<file path="src/rtl/bist_sram_arbiter_if.sv">
// Bundle for the BIST/SRAM arbiter: functional request port, BIST control/status,
// engine request port and the shared SRAM port.
interface bist_sram_arbiter_if #(
  parameter int unsigned ADDR_WIDTH = 8,
  parameter int unsigned DATA_WIDTH = 32,
  parameter int unsigned MASK_WIDTH = 4
);
  logic                  bist_start;
  logic                  bist_abort;
  logic [1:0]            pattern_sel;

  logic                  req_valid;
  logic                  req_ready;
  logic                  req_we;
  logic [ADDR_WIDTH-1:0] req_addr;
  logic [DATA_WIDTH-1:0] req_data;
  logic [MASK_WIDTH-1:0] req_wmask;
  logic                  rsp_valid;
  logic [DATA_WIDTH-1:0] rsp_data;

  logic                  eng_rst;
  logic                  eng_en;
  logic [1:0]            eng_pattern_sel;
  logic [ADDR_WIDTH-1:0] eng_addr;
  logic [DATA_WIDTH-1:0] eng_data;
  logic [MASK_WIDTH-1:0] eng_wmask;
  logic                  eng_we;
  logic                  eng_re;
  logic                  eng_done;
  logic                  eng_fail;

  logic [ADDR_WIDTH-1:0] sram_addr;
  logic [DATA_WIDTH-1:0] sram_din;
  logic [MASK_WIDTH-1:0] sram_wmask;
  logic                  sram_we;
  logic                  sram_re;
  logic [DATA_WIDTH-1:0] sram_dout;

  logic                  bist_busy;
  logic                  bist_done;
  logic                  bist_fail;
  logic                  bist_timeout;

  // Arbiter side.
  modport slave (
    input  bist_start, bist_abort, pattern_sel,
    input  req_valid, req_we, req_addr, req_data, req_wmask,
    output req_ready, rsp_valid, rsp_data,
    output eng_rst, eng_en, eng_pattern_sel,
    input  eng_addr, eng_data, eng_wmask, eng_we, eng_re, eng_done, eng_fail,
    output sram_addr, sram_din, sram_wmask, sram_we, sram_re,
    input  sram_dout,
    output bist_busy, bist_done, bist_fail, bist_timeout
  );

  // Requestor / engine / SRAM side.
  modport master (
    output bist_start, bist_abort, pattern_sel,
    output req_valid, req_we, req_addr, req_data, req_wmask,
    input  req_ready, rsp_valid, rsp_data,
    input  eng_rst, eng_en, eng_pattern_sel,
    output eng_addr, eng_data, eng_wmask, eng_we, eng_re, eng_done, eng_fail,
    input  sram_addr, sram_din, sram_wmask, sram_we, sram_re,
    output sram_dout,
    input  bist_busy, bist_done, bist_fail, bist_timeout
  );
endinterface

</file>
<file path="src/rtl/bist_sram_arbiter.sv">
// Shares one SRAM port between functional traffic and a BIST engine; sequences engine
// reset/run, enforces a watchdog and keeps sticky run status.
module bist_sram_arbiter #(
  parameter int unsigned ADDR_WIDTH     = 8,
  parameter int unsigned DATA_WIDTH     = 32,
  parameter int unsigned MASK_WIDTH     = 4,
  parameter int unsigned TIMEOUT_CYCLES = 65536
) (
  input logic                clk,
  input logic                rst,
  bist_sram_arbiter_if.slave bus
);

  localparam int unsigned WdWidth = (TIMEOUT_CYCLES > 2) ? $clog2(TIMEOUT_CYCLES) : 1;
  localparam logic [WdWidth-1:0] WdLast = WdWidth'(TIMEOUT_CYCLES - 1);

  typedef enum logic [1:0] {StIdle, StBistRst, StBistRun} state_e;

  state_e state_q, state_d;

  logic [WdWidth-1:0] wd_q;
  logic [1:0]         pat_q;
  logic               rd_pend_q;
  logic               done_q, fail_q, timeout_q;

  logic start_acc, run_done, run_timeout, run_abort;
  logic rd_acc;

  logic                  ready_c, sram_we_c, sram_re_c, eng_rst_c, eng_en_c;
  logic [ADDR_WIDTH-1:0] sram_addr_c;
  logic [DATA_WIDTH-1:0] sram_din_c;
  logic [MASK_WIDTH-1:0] sram_wmask_c;

  // State register.
  always_ff @(posedge clk) begin
    if (rst) state_q <= StIdle;
    else     state_q <= state_d;
  end

  // Next-state logic; engine completion beats abort and watchdog expiry.
  always_comb begin
    start_acc   = (state_q == StIdle) && bus.bist_start;
    run_done    = (state_q == StBistRun) && bus.eng_done;
    run_timeout = (state_q == StBistRun) && !bus.eng_done && (wd_q == WdLast);
    run_abort   = (state_q == StBistRun) && !bus.eng_done && !run_timeout && bus.bist_abort;
    state_d     = state_q;
    unique case (state_q)
      StIdle:    if (start_acc) state_d = StBistRst;
      StBistRst: state_d = StBistRun;
      StBistRun: if (run_done || run_timeout || run_abort) state_d = StIdle;
      default:   state_d = StIdle;
    endcase
  end

  // Output logic.
  always_comb begin
    ready_c      = 1'b0;
    eng_rst_c    = rst;
    eng_en_c     = 1'b0;
    sram_addr_c  = bus.req_addr;
    sram_din_c   = bus.req_data;
    sram_wmask_c = bus.req_wmask;
    sram_we_c    = 1'b0;
    sram_re_c    = 1'b0;
    rd_acc       = 1'b0;
    unique case (state_q)
      StIdle: begin
        ready_c   = !bus.bist_start;
        sram_we_c = !rst && bus.req_valid && ready_c && bus.req_we;
        sram_re_c = !rst && bus.req_valid && ready_c && !bus.req_we;
        rd_acc    = sram_re_c;
      end
      StBistRst: eng_rst_c = 1'b1;
      StBistRun: begin
        eng_en_c     = !rst;
        sram_addr_c  = bus.eng_addr;
        sram_din_c   = bus.eng_data;
        sram_wmask_c = bus.eng_wmask;
        sram_we_c    = !rst && bus.eng_we;
        sram_re_c    = !rst && bus.eng_re;
      end
      default: ;
    endcase
  end

  // Status, watchdog, pattern latch and read-response tracking.
  always_ff @(posedge clk) begin
    if (rst) begin
      wd_q      <= '0;
      pat_q     <= 2'b00;
      rd_pend_q <= 1'b0;
      done_q    <= 1'b0;
      fail_q    <= 1'b0;
      timeout_q <= 1'b0;
    end else begin
      rd_pend_q <= rd_acc;
      if (start_acc) begin
        wd_q      <= '0;
        pat_q     <= bus.pattern_sel;
        done_q    <= 1'b0;
        fail_q    <= 1'b0;
        timeout_q <= 1'b0;
      end
      if (state_q == StBistRun) wd_q <= wd_q + WdWidth'(1);
      if (run_done) begin
        done_q <= 1'b1;
        fail_q <= bus.eng_fail;
      end
      if (run_timeout) begin
        done_q    <= 1'b1;
        fail_q    <= 1'b1;
        timeout_q <= 1'b1;
      end
      if (run_abort) begin
        done_q <= 1'b1;
        fail_q <= 1'b1;
      end
    end
  end

  assign bus.req_ready       = ready_c;
  assign bus.rsp_valid       = rd_pend_q;
  assign bus.rsp_data        = bus.sram_dout;
  assign bus.eng_rst         = eng_rst_c;
  assign bus.eng_en          = eng_en_c;
  assign bus.eng_pattern_sel = pat_q;
  assign bus.sram_addr       = sram_addr_c;
  assign bus.sram_din        = sram_din_c;
  assign bus.sram_wmask      = sram_wmask_c;
  assign bus.sram_we         = sram_we_c;
  assign bus.sram_re         = sram_re_c;
  assign bus.bist_busy       = (state_q != StIdle);
  assign bus.bist_done       = done_q;
  assign bus.bist_fail       = fail_q;
  assign bus.bist_timeout    = timeout_q;

endmodule

</file>
<file path="src/flat_wrapper.sv">
// flat-port wrapper written by rule: the top's interface ports become plain ports
module bist_sram_arbiter_flat 
#(
  parameter int unsigned ADDR_WIDTH     = 8,
  parameter int unsigned DATA_WIDTH     = 32,
  parameter int unsigned MASK_WIDTH     = 4,
  parameter int unsigned TIMEOUT_CYCLES = 65536
)
  (clk, rst, bus_bist_start, bus_bist_abort, bus_pattern_sel, bus_req_valid, bus_req_we, bus_req_addr, bus_req_data, bus_req_wmask, bus_req_ready, bus_rsp_valid, bus_rsp_data, bus_eng_rst, bus_eng_en, bus_eng_pattern_sel, bus_eng_addr, bus_eng_data, bus_eng_wmask, bus_eng_we, bus_eng_re, bus_eng_done, bus_eng_fail, bus_sram_addr, bus_sram_din, bus_sram_wmask, bus_sram_we, bus_sram_re, bus_sram_dout, bus_bist_busy, bus_bist_done, bus_bist_fail, bus_bist_timeout);
  bist_sram_arbiter_if #(.ADDR_WIDTH(ADDR_WIDTH), .DATA_WIDTH(DATA_WIDTH), .MASK_WIDTH(MASK_WIDTH)) bus_i ();
  input logic clk;
  input logic rst;
  input wire logic [$bits(bus_i.bist_start)-1:0] bus_bist_start;
  input wire logic [$bits(bus_i.bist_abort)-1:0] bus_bist_abort;
  input wire logic [$bits(bus_i.pattern_sel)-1:0] bus_pattern_sel;
  input wire logic [$bits(bus_i.req_valid)-1:0] bus_req_valid;
  input wire logic [$bits(bus_i.req_we)-1:0] bus_req_we;
  input wire logic [$bits(bus_i.req_addr)-1:0] bus_req_addr;
  input wire logic [$bits(bus_i.req_data)-1:0] bus_req_data;
  input wire logic [$bits(bus_i.req_wmask)-1:0] bus_req_wmask;
  output wire logic [$bits(bus_i.req_ready)-1:0] bus_req_ready;
  output wire logic [$bits(bus_i.rsp_valid)-1:0] bus_rsp_valid;
  output wire logic [$bits(bus_i.rsp_data)-1:0] bus_rsp_data;
  output wire logic [$bits(bus_i.eng_rst)-1:0] bus_eng_rst;
  output wire logic [$bits(bus_i.eng_en)-1:0] bus_eng_en;
  output wire logic [$bits(bus_i.eng_pattern_sel)-1:0] bus_eng_pattern_sel;
  input wire logic [$bits(bus_i.eng_addr)-1:0] bus_eng_addr;
  input wire logic [$bits(bus_i.eng_data)-1:0] bus_eng_data;
  input wire logic [$bits(bus_i.eng_wmask)-1:0] bus_eng_wmask;
  input wire logic [$bits(bus_i.eng_we)-1:0] bus_eng_we;
  input wire logic [$bits(bus_i.eng_re)-1:0] bus_eng_re;
  input wire logic [$bits(bus_i.eng_done)-1:0] bus_eng_done;
  input wire logic [$bits(bus_i.eng_fail)-1:0] bus_eng_fail;
  output wire logic [$bits(bus_i.sram_addr)-1:0] bus_sram_addr;
  output wire logic [$bits(bus_i.sram_din)-1:0] bus_sram_din;
  output wire logic [$bits(bus_i.sram_wmask)-1:0] bus_sram_wmask;
  output wire logic [$bits(bus_i.sram_we)-1:0] bus_sram_we;
  output wire logic [$bits(bus_i.sram_re)-1:0] bus_sram_re;
  input wire logic [$bits(bus_i.sram_dout)-1:0] bus_sram_dout;
  output wire logic [$bits(bus_i.bist_busy)-1:0] bus_bist_busy;
  output wire logic [$bits(bus_i.bist_done)-1:0] bus_bist_done;
  output wire logic [$bits(bus_i.bist_fail)-1:0] bus_bist_fail;
  output wire logic [$bits(bus_i.bist_timeout)-1:0] bus_bist_timeout;
  assign bus_i.bist_start = bus_bist_start;
  assign bus_i.bist_abort = bus_bist_abort;
  assign bus_i.pattern_sel = bus_pattern_sel;
  assign bus_i.req_valid = bus_req_valid;
  assign bus_i.req_we = bus_req_we;
  assign bus_i.req_addr = bus_req_addr;
  assign bus_i.req_data = bus_req_data;
  assign bus_i.req_wmask = bus_req_wmask;
  assign bus_req_ready = bus_i.req_ready;
  assign bus_rsp_valid = bus_i.rsp_valid;
  assign bus_rsp_data = bus_i.rsp_data;
  assign bus_eng_rst = bus_i.eng_rst;
  assign bus_eng_en = bus_i.eng_en;
  assign bus_eng_pattern_sel = bus_i.eng_pattern_sel;
  assign bus_i.eng_addr = bus_eng_addr;
  assign bus_i.eng_data = bus_eng_data;
  assign bus_i.eng_wmask = bus_eng_wmask;
  assign bus_i.eng_we = bus_eng_we;
  assign bus_i.eng_re = bus_eng_re;
  assign bus_i.eng_done = bus_eng_done;
  assign bus_i.eng_fail = bus_eng_fail;
  assign bus_sram_addr = bus_i.sram_addr;
  assign bus_sram_din = bus_i.sram_din;
  assign bus_sram_wmask = bus_i.sram_wmask;
  assign bus_sram_we = bus_i.sram_we;
  assign bus_sram_re = bus_i.sram_re;
  assign bus_i.sram_dout = bus_sram_dout;
  assign bus_bist_busy = bus_i.bist_busy;
  assign bus_bist_done = bus_i.bist_done;
  assign bus_bist_fail = bus_i.bist_fail;
  assign bus_bist_timeout = bus_i.bist_timeout;
  bist_sram_arbiter #(.ADDR_WIDTH(ADDR_WIDTH), .DATA_WIDTH(DATA_WIDTH), .MASK_WIDTH(MASK_WIDTH), .TIMEOUT_CYCLES(TIMEOUT_CYCLES)) u_core (.clk(clk), .rst(rst), .bus(bus_i));
endmodule
</file>
<file path="config.mk">
export PLATFORM = sky130hd
export DESIGN_NAME = bist_sram_arbiter_flat
export DESIGN_NICKNAME = d
export VERILOG_FILES = /design/src/rtl/bist_sram_arbiter_if.sv /design/src/rtl/bist_sram_arbiter.sv /design/src/flat_wrapper.sv
export SDC_FILE = /design/constraint.sdc
export NUM_CORES = 1
export LEC_CHECK = 0
export CAP_MARGIN = 0
export CORE_ASPECT_RATIO = 0.7
export CORE_MARGIN = 4
export CORE_UTILIZATION = 31
export DETAILED_ROUTE_END_ITERATION = 16
export PLACE_DENSITY = 0.94
export SLEW_MARGIN = 20
export SYNTH_ARGS = -nofsm -noshare
export SYNTH_HDL_FRONTEND = slang
export SYNTH_SLANG_ARGS = --single-unit
export TNS_END_PERCENT = 5
</file>
<file path="constraint.sdc">
create_clock -name clk -period 2.7 [get_ports clk]
set_input_delay 0.54 -clock clk [delete_from_list [all_inputs] [get_ports clk]]
set_output_delay 0.54 -clock clk [all_outputs]
set_load 0.02 [all_outputs]
</file>
==> results.json <==
{
  "yosysTopAreaCellShare_pct": 27.3,
  "most-common-layout-cells": "clkdlybuf4s50_1 (153), nand2_1 (145), dfxtp_1 (22)",
  "irDropWorstVdd_v": 0.000226,
  "ys_seq_elements": 24,
  "synth_top_family_by_area": "simple AND/OR/NAND/NOR gates",
  "synth.area.top_cells": "nand2_1 (27%), dfxtp_1 (24%), buf_4 (13%), a21oi_1 (4.3%), nor2_1 (3.2%)",
  "p_leak_nw": 1.45,
  "antenna_cells": 0,
  "cts_root_buf": "clkbuf_8",
  "cts_hold_buf": 0,
  "synthCells": 315,
  "cp.required_ns": 2.16,
  "hold_violations": 0,
  "p_clk_share_pct": 27.8,
  "groute.usage.overall_pct": 17.6,
  "avgSynthCellArea_um2": 6.33,
  "cts_tree": "yes",
  "cts_buffers": 3,
  "synthArstFlopShare_pct": 0,
  "initial_core_util_pct": 31.9,
  "cts_max_level": 1,
  "synthXorXnorAreaFrac_pct": 0,
  "num_rows": 24,
  "yosysUniqueCellTypes": 44,
  "gp_congestion": 0.793,
  "synthAdderAreaFrac_pct": 0.627,
  "critPathKind": "register to output pin",
  "nets": 561,
  "total_power_w": 0.00116,
  "coreArea_mm2": 0.00625,
  "ant_nets": 0,
  "swShare_pct": 28.9,
  "synthMuxAreaShare_pct": 1.69,
  "p_seq_share_pct": 31.5,
  "vias_per_cell": 4.88,
  "syn_area_mm2": 0.00199,
  "drc": 0,
  "dieHeight_um": 75.1,
  "combPwrFrac_pct": 40.7,
  "yosys.area.top_type": "nand2_1",
  "post-route-period-util_pct": 93.4,
  "yosysWarnings": 0,
  "synth-simple-area-share_pct": 45.4,
  "worstPathArrival_ns": 1.98,
  "grt_overflow": 0,
  "wl_um": 7480,
  "rsz0062_at_grt": "no",
  "p_per_area_mw_per_mm2": 337,
  "grt_pass1_vias": 2353,
  "antenna_found_initial": 0,
  "finalSetupViolations": 0,
  "worstSkewPairLatency_ns": 0.28,
  "worst_slew_pin_slew_ns": 0.602,
  "hp-class": "register to register",
  "power_switching_w": 0.000335,
  "synth_edf_count": 0,
  "die-area_mm2": 0.00780,
  "whs_ns": 0.457,
  "intPower_w": 0.000826,
  "slew_headroom_pct": 59.9,
  "via_count": 2465,
  "status": "finished clean",
  "drv_cap": 0,
  "io-pin-count": 220,
  "cp-start-kind": "register",
  "period_minus_slack_ns": 2.52,
  "syn_nets": 448,
  "path_max_fanout": 62,
  "synth-seq-area-share_pct": 24.1,
  "syn_to_final_growth_pct": 72.8,
  "die_x_um": 104,
  "drt-initial-drc-count": 138,
  "endpoint_kind": "output pin",
  "cts_setup_buffers": 0,
  "layout-drive-gt1-share_pct": 6.09,
  "slew_viol_final": 0,
  "grt_pass1_wl_um": 11200,
  "dr.pass1.iters": 4,
  "cts.path.max_buffers": 2,
  "max_freq_mhz": 397,
  "synth_ff_type": "dfxtp_1",
  "final_common_cell": "clkdlybuf4s50_1",
  "finalClockSkew_ns": 0.00221,
  "numPortBuffers": 155,
  "wl_per_cell_um": 14.8,
  "place_hpwl_um": 5950,
  "cts_sinks": 24,
  "clkSlewWorstSetupHoldPaths_ns": 0.09,
  "synth_compound_area_share_pct": 10.9,
  "grt_max_degree": 63
}
## critical path: stages, from the launching register on
cell	delay [ns]
dfxtp_2	0.42
nand2b_2	0.17
buf_12	0.23
nand2_1	0.14
nand2_1	0.09
clkdlybuf4s50_1	0.61
## through the flow
| step | setup TNS [ns] | util, % | worst slack [ns] | instances | instance area [um2] |
|---|---|---|---|---|---|
| after floorplan | 0 | - | 0.560 | 315 | 1990 |
| after global placement | 0 | 53.9 | 0.0351 | 501 | 3370 |
| after detailed placement | -0.0656 | 53.9 | -0.0656 | 501 | 3370 |
| after CTS | 0 | 55.1 | 0.0516 | 505 | 3440 |
| after global routing | 0 | 55.2 | 0.0997 | 505 | 3450 |
| final | 0 | 55.2 | 0.179 | 505 | 3450 |
## final timing paths
check,start,endpoint,slack [ns],depth (start not counted)
setup / recovery,u_core.state_q[0]$_SDFFE_PP0P_,bus_sram_din[15],0.18,5
hold / removal,u_core.bus.bist_done$_SDFFE_PP0P_,u_core.bus.bist_done$_SDFFE_PP0P_,0.46,2
setup reg to reg,u_core.wd_q[0]$_SDFFE_PP0P_,u_core.bus.bist_fail$_SDFFE_PP0P_,0.87,5
hold reg to reg,u_core.bus.bist_done$_SDFFE_PP0P_,u_core.bus.bist_done$_SDFFE_PP0P_,0.46,2
## power groups by stage
stage / clock, W / sequential (W) / combinational [W]
floorplan: 0 / 0.000376 / 0.000248
global placement: 0 / 0.000373 / 0.000467
detailed placement: 0 / 0.000374 / 0.000475
CTS: 0.000324 / 0.000366 / 0.000477
global route: 0.000340 / 0.000367 / 0.000504
finish: 0.000322 / 0.000366 / 0.000473
## metal layers
layer	GRT usage [%]	share of wire, %
met4	7.52	2.6
met3	6.68	8.5
met2	32.3	51
met1	18.7	38
met5	0	0
## layout make-up
class                      instances  area [um2]
fill                             533        2800
clock buffer                       3        41.3
sequential                        24         483
timing repair buffer             160        1610
multi-input combinational        239        1180
clock inverter                     1        30.0
tap                               78        97.6
## Yosys cell counts, types with 2 or more instances
master    instances
and4_4            2
mux2_2            2
buf_6             2
nand2_1         145
a21oi_1          17
clkbuf_1          9
nand3b_1          2
buf_4            34
nor3_1            2
or2_2             2
buf_2             7
nand4_1           4
o21ai_0           3
o211ai_1          3
dfxtp_1          24
or3_1             4
nand3_1           6
or4_1             2
nor2_1           17
nor3b_1           3
nand2b_1          2
## sequential cells by signal, indices dropped and copies added, names as in the netlist
name                        count
u_core.state_q                  2
u_core.bus.bist_done            1
u_core.wd_q                    16
u_core.bus.bist_fail            1
u_core.bus.bist_timeout         1
u_core.bus.rsp_valid            1
u_core.bus.eng_pattern_sel      2
## logic make-up (layout without fill, tap and decap cells)
family                     after synthesis  count (layout)
DFF                                     24              24
AOI/OAI and AO/OA                       34              34
buffers and inverters                   52             164
muxes                                    3               3
adders and majority gates                1               1
and+or+nand+nor                        201             201
## timing repair
| item | 4_1_cts | 5_1_grt |
|---|---|---|
| gates resized for setup | 3 | 2 |
| endpoints found under the setup margin | 2 | 5 |
| cloned | 0 | 0 |
No activity file was read; power rests on OpenSTA's default activity.
